[config.mk]
export PLATFORM = sky130hd
export DESIGN_NAME = udp_tx_arbiter
export DESIGN_NICKNAME = d
export VERILOG_FILES = /design/src/rtl/udp_tx_arbiter.sv
export SDC_FILE = /design/constraint.sdc
export NUM_CORES = 1
export LEC_CHECK = 0
export ABC_AREA = 1
export CAP_MARGIN = 20
export CORE_AREA = 2 2 137 139
export CTS_CLUSTER_DIAMETER = 80
export DETAILED_ROUTE_END_ITERATION = 8
export DIE_AREA = 0 0 139 141
export GPL_ROUTABILITY_DRIVEN = 0
export PLACE_DENSITY_LB_ADDON = 0.15
export REMOVE_ABC_BUFFERS = 1
export SKIP_LAST_GASP = 1
export SLEW_MARGIN = 10
export SYNTH_ARGS = -nofsm -noshare
export SYNTH_HDL_FRONTEND = slang
export SYNTH_SLANG_ARGS = --single-unit
[constraint.sdc]
create_clock -name i_clk -period 3 [get_ports i_clk]
set_clock_uncertainty 0.05 [all_clocks]
set_input_delay 0.9 -clock i_clk [delete_from_list [all_inputs] [get_ports i_clk]]
set_output_delay 0.9 -clock i_clk [all_outputs]
set_load 0.005 [all_outputs]
[src/rtl/udp_tx_arbiter.sv]
// Two-requester packet arbiter in front of UDP_TX: holds a grant for a whole
// AXI-Stream packet, inserts one idle cycle between packets, counts packets per port.
module udp_tx_arbiter #(
   parameter int P_RR_EN = 1,
   parameter int P_CNT_W = 16
) (
   input  logic               i_clk,
   input  logic               i_rst_n,
   input  logic [63:0]        s0_axis_user_data,
   input  logic [31:0]        s0_axis_user_user,
   input  logic [7:0]         s0_axis_user_keep,
   input  logic               s0_axis_user_last,
   input  logic               s0_axis_user_valid,
   output logic               s0_axis_user_ready,
   input  logic [63:0]        s1_axis_user_data,
   input  logic [31:0]        s1_axis_user_user,
   input  logic [7:0]         s1_axis_user_keep,
   input  logic               s1_axis_user_last,
   input  logic               s1_axis_user_valid,
   output logic               s1_axis_user_ready,
   output logic [63:0]        m_axis_user_data,
   output logic [31:0]        m_axis_user_user,
   output logic [7:0]         m_axis_user_keep,
   output logic               m_axis_user_last,
   output logic               m_axis_user_valid,
   input  logic               m_axis_user_ready,
   output logic [1:0]         o_grant,
   output logic [P_CNT_W-1:0] o_pkt_cnt0,
   output logic [P_CNT_W-1:0] o_pkt_cnt1
);

   typedef enum logic [1:0] {IDLE, GNT0, GNT1} state_t;

   localparam logic [P_CNT_W-1:0] LP_ONE = 1;

   state_t               r_state;
   logic                 r_lastServed;
   logic [1:0]           r_grant;
   logic [P_CNT_W-1:0]   r_cnt0;
   logic [P_CNT_W-1:0]   r_cnt1;
   logic                 w_pick1;
   logic                 w_done0;
   logic                 w_done1;

   // Port 1 wins alone, or in round-robin mode when port 0 was served last
   assign w_pick1 = s1_axis_user_valid &
                    (~s0_axis_user_valid | ((P_RR_EN != 0) & ~r_lastServed));

   assign w_done0 = s0_axis_user_valid & m_axis_user_ready & s0_axis_user_last;
   assign w_done1 = s1_axis_user_valid & m_axis_user_ready & s1_axis_user_last;

   always_ff @(posedge i_clk) begin
      if (!i_rst_n) begin
         r_state      <= IDLE;
         r_lastServed <= 1'b1;
         r_grant      <= 2'b00;
         r_cnt0       <= '0;
         r_cnt1       <= '0;
      end else begin
         case (r_state)
            IDLE: begin
               if (s0_axis_user_valid | s1_axis_user_valid) begin
                  if (w_pick1) begin
                     r_state      <= GNT1;
                     r_grant      <= 2'b10;
                     r_lastServed <= 1'b1;
                  end else begin
                     r_state      <= GNT0;
                     r_grant      <= 2'b01;
                     r_lastServed <= 1'b0;
                  end
               end
            end
            GNT0: begin
               if (w_done0) begin
                  r_state <= IDLE;
                  r_grant <= 2'b00;
                  r_cnt0  <= r_cnt0 + LP_ONE;
               end
            end
            GNT1: begin
               if (w_done1) begin
                  r_state <= IDLE;
                  r_grant <= 2'b00;
                  r_cnt1  <= r_cnt1 + LP_ONE;
               end
            end
            default: begin
               r_state <= IDLE;
               r_grant <= 2'b00;
            end
         endcase
      end
   end

   // Zero-latency datapath: only the granted port is ever routed to the master
   always_comb begin
      m_axis_user_data   = '0;
      m_axis_user_user   = '0;
      m_axis_user_keep   = '0;
      m_axis_user_last   = 1'b0;
      m_axis_user_valid  = 1'b0;
      s0_axis_user_ready = 1'b0;
      s1_axis_user_ready = 1'b0;
      case (r_state)
         GNT0: begin
            m_axis_user_data   = s0_axis_user_data;
            m_axis_user_user   = s0_axis_user_user;
            m_axis_user_keep   = s0_axis_user_keep;
            m_axis_user_last   = s0_axis_user_last;
            m_axis_user_valid  = s0_axis_user_valid;
            s0_axis_user_ready = m_axis_user_ready;
         end
         GNT1: begin
            m_axis_user_data   = s1_axis_user_data;
            m_axis_user_user   = s1_axis_user_user;
            m_axis_user_keep   = s1_axis_user_keep;
            m_axis_user_last   = s1_axis_user_last;
            m_axis_user_valid  = s1_axis_user_valid;
            s1_axis_user_ready = m_axis_user_ready;
         end
         default: begin
         end
      endcase
   end

   assign o_grant    = r_grant;
   assign o_pkt_cnt0 = r_cnt0;
   assign o_pkt_cnt1 = r_cnt1;

endmodule
==> results of run 1 <==
## power breakdown
| group | leakage [µW] | internal (µW) | switching [µW] | total [µW] |
|---|---|---|---|---|
| logic | 0.00311 | 1760 | 1930 | 3690 |
| clock network | 0.0000679 | 307 | 187 | 494 |
| registers | 0.000283 | 488 | 14.3 | 502 |
## worst max-delay path, cell delays in order
cell and delay (ns):
clkdlybuf4s50_1 0.58, nand2_1 0.08, a21oi_1 0.16, dlygate4sd2_1 0.28
## sequential cells by signal (all words and copies together), names as in the netlist
signal	flops
r_lastServed	1
o_pkt_cnt1	16
o_grant	2
o_pkt_cnt0	16
## logic make-up (layout without fill, tap and decap cells)
group	after synthesis	in the layout	synth area share, %
adders and majority gates	6	6	2.23
buffers and inverters	75	449	9.02
xor gates and xnor gates	1	1	0.260
DFF	35	35	20.8
and+or+nand+nor	390	390	47.3
other	0	2	0
AOI/OAI and AO/OA	136	136	20.4
## cell type report
type / instances / area (µm²) / area share, %
inverter: 37 / 144 / 1.86
antenna: 2 / 5.00 / 0.0647
timing repair buffer: 404 / 4020 / 51.9
clock inverter: 1 / 5.00 / 0.0647
multi-input combinational: 533 / 2440 / 31.5
clock buffer: 7 / 133 / 1.71
sequential: 35 / 701 / 9.06
tap: 234 / 293 / 3.79
## layout by cell type (no fill, tap or decap), types with 7 or more instances in the layout
| cell | instances |
|---|---|
| a21oi_1 | 115 |
| a21oi_2 | 8 |
| buf_12 | 9 |
| buf_4 | 35 |
| clkdlybuf4s50_1 | 241 |
| dfxtp_1 | 35 |
| dlygate4sd2_1 | 98 |
| dlymetal6s2s_1 | 16 |
| inv_1 | 33 |
| nand2_1 | 284 |
| nand3_1 | 14 |
| nand4_1 | 7 |
| nor2_1 | 61 |
| o21ai_0 | 10 |
## timing repair
item,4_1_cts,5_1_grt
resized for setup,110,22
pin swaps,1,0
setup buffers,8,3
endpoints found under the setup margin,105,17
hold buffers,0,0
gates cloned,2,1
## per-stage QoR
step           cell area (µm²)  power [µW]
3_3_place_gp              7430        4120
3_5_place_dp              7430        4110
6_report                  7730        4680
4_1_cts                   7610        4610
2_1_floorplan             3210        1880
5_1_grt                   7730        5080
## worst max-delay path by stage
stage | startpoint | to | slack (ns) | depth (start not counted)
after floorplan | o_grant[1] | m_axis_user_last | -0.80 | 4
after global placement | s0_axis_user_data[7] | m_axis_user_data[7] | -0.31 | 5
after detailed placement | s0_axis_user_data[7] | m_axis_user_data[7] | -0.33 | 5
after CTS | s0_axis_user_data[7] | m_axis_user_data[7] | -0.26 | 5
after global routing | s0_axis_user_user[19] | m_axis_user_user[19] | 0.009 | 4
final | s0_axis_user_keep[2] | m_axis_user_keep[2] | 0.05 | 4
## routing by layer
metal  global-route usage (%)  up-vias
met1                     27.8     2366
li1                         -     2793
met5                        0        -
met3                     6.18       20
met4                     3.46        2
met2                     34.8      193
==> results.md, run 1 <==
* CP endpoint kind: primary output
* Worst-Margin Slew at 0.460 ns
* Hold EP: r_lastServed
* Syn Area/Cell at 5.24 µm²
* Initial DRT Pass Iterations at 4
* Worst Path Max Fanout at 1
* WHS Path Cells at 2
* Drt wl/cell at 17.5 µm
* Vias per Instance at 4.29
* Vias in the first global route at 4997
* Initial antenna violation count at 3
* Outcome: complete, no violations
* DIE AREA at 19600 µm²
* H-tree depth at 2
* End of the worst register-to-register path: o_pkt_cnt0[11]
* Hold Path Class: reg -> reg
* Max-Cap Viols at 0
* Skew-Pair Late Insertion Delay at 0.27 ns
* Worst Setup Path Type: in -> out
* Placed Instances at 1229
* CTS tree: yes
* Hold WS at around 0.42 ns
* Hold Vio Cnt, Final at 0
* DRC at 0
* Rows at 50
* Ys Warns at 0
* Metal3 WL at 1720 µm
* DR vias at 5374
* Final Max Tran Viols at 0
* Fin crit period at 2.95 ns
* Worst path required time at 2.05 ns
* Area of the core at 18300 µm²
* Top Ports at 357
* Synth Flop Type: dfxtp_1
* RSZ-0062 raised after global routing: no
* Max-slew headroom at the worst pin at 69.3%
* Total GRT Usage at 21.1%
* Clk sink count at 35
* Pin count of the biggest net entering global routing at 37
* Post-route ant nets at 0
* Post-Synthesis Cells at 643
* Initial DRC Count at between 150 and 200
* Max frequency at ~340 MHz
* Global-route wire length before repair at 31600 µm
* Pleak at 0.00346 µW
* Synth Register Bits at 35
* WL final at 21900 µm
* Setup TNS at 0 ns
* M1 WL at 9630 µm
* Post-synthesis cell type count at 26
* Fin cells at 1253
* Detailed placement HPWL at 17900 µm
* Most frequent cells after synthesis: nand2_1 (286), a21oi_1 (123), nor2_1 (61)
* Synth-to-layout area growth at 130%
* Synth top area cells: nand2_1 (32%), dfxtp_1 (21%), a21oi_1 (18%)
* Share of the synthesized area in the top cell type at 31.9%
* Root Buffer: clkbuf_16
* Met2 wire length at 10300 µm
* Worst hold path startpoint: r_lastServed
* Number of synthesized flops with an enable pin at 0
* Seq/Total Area, Yosys at 20.8%
* Number of port buffers at 356
* Maximum clock insertion buffer count at 2
* Gr ovfl total at 0
* PwrDens at 605 nW/µm²
* Top sig layer: met5
* Period utilization at 98.3%
* Most frequent cell after synthesis: nand2_1
* Final core occ at 42.3%
* Max IR drop VDD at 526 µV
* Nets at 1237
* Syn Std Cell Area at around 3400 µm²
* Die H at 141 µm
* Setup slack after layout at 0.0519 ns
* # setup viols final at 0
* Worst reg2reg path startpoint: o_grant[1]
* Initial Utilization at 18.4%
* Fillers at 1962
* Reg clk slew, reported paths at roughly 0.060 ns
* Path depth of the worst reg2reg path at 14
* Die W at about 140 µm
* Worst slack, placed at -0.332 ns
* CP Launch Type: input port
* Reg2Reg Setup Slack at between 0.8 and 0.9 ns
* Share of layout cells above drive strength 1 at 8.16%
* Critical path data arrival time at 2.00 ns
* CTS Buf Count at 5
* Synth area leader: nand2_1
* FFs w/ async S/R, synth at 0%
(Power assumes the default switching activity.)
==> run 2, diff against run 1 <==
--- a/config.mk
+++ b/config.mk
@@ -14,6 +14,8 @@
 export GPL_ROUTABILITY_DRIVEN = 0
 export PLACE_DENSITY_LB_ADDON = 0.15
 export REMOVE_ABC_BUFFERS = 1
+export SETUP_SLACK_MARGIN = 0.5
+export SKIP_CTS_REPAIR_TIMING = 1
 export SKIP_LAST_GASP = 1
 export SLEW_MARGIN = 10
 export SYNTH_ARGS = -nofsm -noshare
==> run 2 against run 1 <==
Critical path depth unchanged. Combinational power up 33%. Global-route usage down 0.52 points.
==> results.md, run 2 (synthesis results as in run 1) <==
* Outcome: complete, no violations (unchanged)
* Gr ovfl total at 0 (unchanged)
* Die H at 141 µm (unchanged)
* Reg clk slew, reported paths at 0.06 ns (about the same)
* Vias per Instance at 4.41 (was 4.29)
* DIE AREA at 19600 µm² (unchanged)
* Period utilization at 88.4% (was 98.3%)
* CTS tree: yes (unchanged)
* Critical path data arrival time at 1.70 ns (was 2.00 ns)
* Initial DRC Count at 217 (was 182)
* Hold Vio Cnt, Final at 0 (unchanged)
* Worst path required time at 2.05 ns (about the same)
* Synth-to-layout area growth at 155% (was 130%)
* Maximum clock insertion buffer count at 2 (unchanged)
* Final Max Tran Viols at 0 (unchanged)
* Max frequency at 377 MHz (was 339 MHz)
* Area of the core at 18300 µm² (unchanged)
* Initial Utilization at 18.4% (unchanged)
* DP Area at 7430 µm² (unchanged)
* Worst-Margin Slew at 0.460 ns (about the same)
* Initial DRT Pass Iterations at 4 (unchanged)
* Worst Path Max Fanout at 1 (unchanged)
* Global-route wire length before repair at 30900 µm (was 31600 µm)
* # setup viols final at 0 (unchanged)
* Most frequent cells in the layout: nand2_1 (251), dlymetal6s2s_1 (160), clkdlybuf4s50_1 (94) (was nand2_1 (284), clkdlybuf4s50_1 (241), a21oi_1 (115))
* PwrDens at 687 nW/µm² (was 605 nW/µm²)
* Most common cell after layout, fill and taps aside: nand2_1 (unchanged)
* Max-Cap Viols at 0 (unchanged)
* Post-route ant nets at 0 (unchanged)
* CTS Buf Count at 5 (unchanged)
* Setup TNS at 0 ns (unchanged)
* Nets at 1255 (was 1237)
* Pleak at 0.00472 µW (was 0.00346 µW)
* CP Launch Type: input port (unchanged)
* Initial antenna violation count at 7 (was 3)
* Detailed placement HPWL at 17900 µm (unchanged)
* H-tree depth at 2 (unchanged)
* Clk sink count at 35 (unchanged)
* Number of port buffers at 356 (unchanged)
* Final instance area at 8610 µm² (was 7730 µm²)
* Worst Setup Path Type: in -> out (unchanged)
* Die W at 139 µm (unchanged)
* Share of layout cells above drive strength 1 at 29.9% (was 8.16%)
* Total GRT Usage at 20.6% (was 21.1%)
* Skew-Pair Late Insertion Delay at 0.27 ns (about the same)
* Rows at 50 (unchanged)
* Drt wl/cell at 18.6 µm (was 17.5 µm)
* DRC at 0 (unchanged)
* Hold Path Class: reg -> reg (unchanged)
* Root Buffer: clkbuf_16 (unchanged)
* Top Ports at 357 (unchanged)
* Max-slew headroom at the worst pin at 69.3% (about the same)
* RSZ-0062 raised after global routing: yes (was no)
* DR vias at 5623 (was 5374)
* Vias in the first global route at 4903 (was 4997)
* WL final at 23700 µm (was 21900 µm)
* Max IR drop VDD at 608 µV (was 526 µV)
* CP endpoint kind: primary output (unchanged)
* Pin count of the biggest net entering global routing at 45 (was 37)
* Fin crit period at 2.65 ns (was 2.95 ns)
-- run 2: worst max-delay path, stage by stage --
cell,delay [ns]
clkdlybuf4s50_1,0.46
nand2_1,0.07
a21oi_1,0.13
clkbuf_2,0.14
-- run 2: worst paths after layout --
path / from / to / slack (ns) / cells after the start
setup reg to reg: o_grant[1] / o_pkt_cnt0[11] / 0.92 / 14
hold reg to reg: r_lastServed / r_lastServed / 0.42 / 2
hold / removal: r_lastServed / r_lastServed / 0.42 / 2
setup / recovery: s1_axis_user_user[16] / m_axis_user_user[16] / 0.35 / 4
-- run 2: report_power, final --
| group | internal (µW) | switching, µW | total [µW] | leakage [µW] |
|---|---|---|---|---|
| logic | 2350 | 2560 | 4910 | 0.00437 |
| registers | 491 | 17.2 | 508 | 0.000283 |
| clock network | 307 | 187 | 494 | 0.0000679 |
-- run 2: per-stage QoR --
| step | hold slack, ns | setup slack, ns | instances | utilization [%] | power [µW] |
|---|---|---|---|---|---|
| finish | 0.415 | 0.347 | 1274 | 47.1 | 5910 |
| global route | 0.471 | 0.306 | 1271 | 47.1 | 6300 |
| CTS | 0.415 | -0.333 | 1237 | 41.4 | 4620 |
| detailed placement | 0.400 | -0.332 | 1229 | 40.7 | 4110 |
| global placement | 0.394 | -0.310 | 1229 | 40.7 | 4120 |
| floorplan | 0.380 | -0.801 | 605 | - | 1880 |
-- run 2: per-layer routing --
layer,up-vias,global-route usage (%),wire length [µm]
met2,201,34.1,11300
met1,2557,27.2,10500
li1,2839,-,-
met5,-,0,13
met4,2,2.82,342
met3,24,6.18,1580
-- run 2: layout make-up --
class | instances | area, µm²
sequential | 35 | 703
antenna | 5 | 12.5
clock inverter | 1 | 5.00
fill | 1937 | 9660
clock buffer | 7 | 133
timing repair buffer | 422 | 4430
inverter | 37 | 151
multi-input combinational | 533 | 2880
tap | 234 | 293
